--- src/rtl/pipeline_hazard_controller.sv ---
// Pipeline stall/flush sequencer: load-use, mult/div occupancy and taken-branch flush
// combined into one set of Mealy control strobes, plus debug state and stall counter.
module pipeline_hazard_controller #(
  parameter int MULDIV_LAT = 32,
  parameter int CNT_W      = 16
) (
  input  logic             Clk,
  input  logic             Reset,
  input  logic             MemRead_EX,
  input  logic [4:0]       Rt_EX,
  input  logic [4:0]       Rs_ID,
  input  logic [4:0]       Rt_ID,
  input  logic             UseRs_ID,
  input  logic             UseRt_ID,
  input  logic             MulDivStart_ID,
  input  logic             MfHiLo_ID,
  input  logic             BranchTaken_EX,
  output logic             PCWrite,
  output logic             IFIDWrite,
  output logic             IFIDFlush,
  output logic             IDEXBubble,
  output logic             MulDivBusy,
  output logic [1:0]       State,
  output logic [CNT_W-1:0] StallCount
);

  localparam int MD_W = $clog2(MULDIV_LAT + 1);
  localparam logic [MD_W-1:0] MD_LOAD = MD_W'(MULDIV_LAT);

  typedef enum logic [1:0] {
    ST_RUN     = 2'd0,
    ST_LDSTALL = 2'd1,
    ST_MDWAIT  = 2'd2,
    ST_FLUSH   = 2'd3
  } state_t;

  state_t           state_reg, state_next;
  logic [MD_W-1:0]  mdcnt_reg, mdcnt_next;
  logic [CNT_W-1:0] stall_cnt_reg, stall_cnt_next;
  logic             flush_cond, ld_cond, md_cond, issue, stalling;

  assign MulDivBusy = (mdcnt_reg != '0);

  always_comb begin
    flush_cond = BranchTaken_EX;
    ld_cond    = MemRead_EX && (Rt_EX != 5'd0) &&
                 ((UseRs_ID && (Rs_ID == Rt_EX)) || (UseRt_ID && (Rt_ID == Rt_EX)));
    md_cond    = MulDivBusy && (MulDivStart_ID || MfHiLo_ID);
  end

  // Decision and strobes; Reset forces a held, squashed pipeline front end.
  always_comb begin
    state_next = ST_RUN;
    PCWrite    = 1'b1;
    IFIDWrite  = 1'b1;
    IFIDFlush  = 1'b0;
    IDEXBubble = 1'b0;
    if (flush_cond) begin
      state_next = ST_FLUSH;
      IFIDFlush  = 1'b1;
      IDEXBubble = 1'b1;
    end else if (ld_cond || md_cond) begin
      state_next = ld_cond ? ST_LDSTALL : ST_MDWAIT;
      PCWrite    = 1'b0;
      IFIDWrite  = 1'b0;
      IDEXBubble = 1'b1;
    end
    if (Reset) begin
      PCWrite    = 1'b0;
      IFIDWrite  = 1'b0;
      IFIDFlush  = 1'b1;
      IDEXBubble = 1'b1;
    end
  end

  always_comb begin
    issue    = (state_next == ST_RUN) && MulDivStart_ID;
    stalling = (state_next == ST_LDSTALL) || (state_next == ST_MDWAIT);

    mdcnt_next = mdcnt_reg;
    if (issue)
      mdcnt_next = MD_LOAD;
    else if (mdcnt_reg != '0)
      mdcnt_next = mdcnt_reg - MD_W'(1);

    stall_cnt_next = stall_cnt_reg;
    if (stalling && (stall_cnt_reg != '1))
      stall_cnt_next = stall_cnt_reg + CNT_W'(1);
  end

  always_ff @(posedge Clk or posedge Reset) begin
    if (Reset) begin
      state_reg     <= ST_RUN;
      mdcnt_reg     <= '0;
      stall_cnt_reg <= '0;
    end else begin
      state_reg     <= state_next;
      mdcnt_reg     <= mdcnt_next;
      stall_cnt_reg <= stall_cnt_next;
    end
  end

  assign State      = state_reg;
  assign StallCount = stall_cnt_reg;

endmodule

--- config.mk ---
export PLATFORM = sky130hd
export DESIGN_NAME = pipeline_hazard_controller
export DESIGN_NICKNAME = d
export VERILOG_FILES = /design/src/rtl/pipeline_hazard_controller.sv
export SDC_FILE = /design/constraint.sdc
export NUM_CORES = 1
export LEC_CHECK = 0
export ABC_AREA = 1
export CORE_ASPECT_RATIO = 1.5
export CORE_MARGIN = 2
export CORE_UTILIZATION = 46
export DETAILED_ROUTE_END_ITERATION = 6
export GPL_ROUTABILITY_DRIVEN = 0
export HOLD_SLACK_MARGIN = 0.12
export PLACE_DENSITY = 0.79
export SLEW_MARGIN = 20
export SYNTH_ARGS = -nofsm -noshare
export SYNTH_HDL_FRONTEND = slang
export SYNTH_SLANG_ARGS = --single-unit
--- constraint.sdc ---
create_clock -name Clk -period 2.8 [get_ports Clk]
set_clock_uncertainty 0.2 [all_clocks]
set_input_delay 0.28 -clock Clk [delete_from_list [all_inputs] [get_ports Clk]]
set_output_delay 0.28 -clock Clk [all_outputs]
set_load 0.02 [all_outputs]
==> run summary <==
startpoint types: primary input
Detailed Routing Iterations Pass 1: 4
transition time at the pin with the least slew margin: 0.543 ns
final setup fails: 0
ANT nets after route: 0
Non-Filler Instances: 302
LEAKAGE: 0.00103 uW
P per Cell Area: 703 nW/um^2
period utilization: 93.6%
fmax: 0.382 GHz
unrepaired setup endpoints after global routing: no
FP Rows: 25
die width: 50.6 um
Syn Inst Count: 214
CP Data Arrival Time: 2.14 ns
# diodes: 0
# IOs: 46
most frequent cells in the layout: nand2_1 (64), clkdlybuf4s50_1 (44), inv_1 (35), nor2_1 (28), dfrtp_1 (24)
Post-Syn Area per Cell: 7.01 um^2
sw frac: 39.7%
die height: 73.9 um
clock network power share: 13.8%
# nets final: 291
Yosys warning count: 0
Largest register FFs: 16
number of CTS-inserted buffers: 3
min Tclk post-route: 2.62 ns
worst-skew pair later-pin latency: 0.27 ns
#FFs+latches synth: 24
placed insts: 299
setup total negative slack: 0 ns
die area: 3740 um^2
worst min path class: primary input to asynchronous set/reset pin
P_int: 865 uW
largest net degree at the start of global routing: 25
net count after synthesis: 241
Peak VDD IR: 0.338 mV
core area: 3130 um^2
Root Buffer: clkbuf_8
Comb power frac: 44.7%
Synth Flop Type: dfrtp_1
Clock transition at path regs: 0.08 ns
Synth async-reset ratio: 100%
share of cells above drive strength 1: 3.05%
wire per inst: 10.7 um
share of the synthesized area in the top cell type: 40.0%
final hold vios: 0
Post-Syn Area: 1500 um^2
CP Data Required Time: 2.32 ns
Min Hold Slack: 0.236 ns
DR vias: 1456
maximum fanout along the worst path: 4
global-route wire length before repair: 5380 um
Max-Cap Viols: 0
Core Util, Final: 65.2%
Rel. slew slack: 63.5%
Global Route Usage Sum: 18.6%
Tot Pwr: 1430 uW
DRC: 0
vias per cell: 4.82
Seq/Total Area, Yosys: 40.0%
status: completed
Port Buffers: 45
CP Class: primary input to primary output
vias in the first global route: 1322
setup bufs post-CTS: 0
# clock sinks: 24
Synth area leader: dfrtp_1
Clock Tree Buf Depth: 2
Reg power frac: 41.4%
Initial Util: 48.0%
final WL: 3230 um
HPWL Detailed: 2550 um
H-Tree Level Count: 1
Post-synth EDFFs: 0
Pins Over Slew Limit: 0
antenna violations before repair: 0
library cells used by synthesis: 18
commonest non-fill, non-tap cell in the layout: nand2_1
Crit. End Element: primary output
DRT iter0 DRCs: 45
ranking of synthesized cells by area: dfrtp_1 (40%), nand2_1 (16%), inv_1 (8.8%), xor2_1 (8.2%), nor2_1 (7.0%)
Switch Pwr: 569 uW
grt total ovfl: 0
CTS tree: done
Synth-to-Final Area Change: 36.0%
==> path summary, 6_finish.rpt <==
| check | startpoint | endpoint | slack, ns | cells after the start |
|---|---|---|---|---|
| worst min-delay path | Reset | StallCount[15] | 0.24 | 3 |
| min in group Clk | mdcnt_reg[3] | mdcnt_reg[3] | 0.32 | 1 |
| max in group asynchronous | Reset | StallCount[7] | 1.92 | 3 |
| worst min register to register | mdcnt_reg[3] | mdcnt_reg[3] | 0.32 | 1 |
| worst max register to register | mdcnt_reg[0] | StallCount[8] | 0.47 | 11 |
| worst max-delay path | Rt_EX[3] | PCWrite | 0.18 | 9 |
==> area by class of cell <==
class	count	area, um^2
fill	275	1090
multi-input combinational	152	746
inverter	36	135
clock buffer	3	41.3
tap	40	50.0
timing repair buffer	47	468
sequential	24	601
==> critical path: stages <==
cell and delay, ns:
clkdlybuf4s50_1 0.43, inv_1 0.12, nand4_1 0.11, o21ai_0 0.16, inv_1 0.05, nand2_1 0.12
nand2_1 0.07, a21oi_1 0.17, clkdlybuf4s50_1 0.63
==> timing repair <==
action | 4_1_cts | 5_1_grt
resized for setup | 0 | 1
hold buffers | 0 | 0
endpoints found under the setup margin | 0 | 2
==> power by group through the flow <==
stage	Clock [uW]	Sequential [uW]	Combinational, uW
finish	198	594	642
CTS	206	593	648
global placement	0	598	636
detailed placement	0	599	643
floorplan	0	669	304
global route	217	614	719
==> cells in the mapped netlist (4+ instances only) <==
| library cell | instances |
|---|---|
| ha_1 | 4 |
| inv_1 | 35 |
| nor3_1 | 9 |
| dfrtp_1 | 24 |
| a21oi_1 | 5 |
| nand4_1 | 4 |
| xor2_1 | 14 |
| nand2_1 | 64 |
| o21ai_0 | 8 |
| nand3_1 | 12 |
| nor2_1 | 28 |
==> cell families after synthesis <==
kind of cell | count (synthesis) | share of synthesized area (%)
xor gates and xnor gates | 15 | 8.76
AOI/OAI and AO/OA | 14 | 4.84
adders and majority gates | 4 | 3.34
buffers and inverters | 38 | 10.3
and+or+nand+nor | 119 | 32.8
DFF | 24 | 40.0
==> layer usage <==
layer,up-vias,routed length [um],track usage [%]
met4,0,76,9.01
met2,37,1730,33.8
li1,757,-,-
met5,-,0,0
met3,7,120,2.41
met1,655,1300,21.5
==> per-stage QoR <==
| step | area (um^2) | setup WS (ns) |
|---|---|---|
| finish | 2040 | 0.179 |
| global route | 2040 | 0.00506 |
| CTS | 2040 | 0.129 |
| detailed placement | 2000 | 0.131 |
| global placement | 2000 | 0.163 |
| floorplan | 1500 | 0.462 |
No activity file was read; power rests on OpenSTA's default activity.
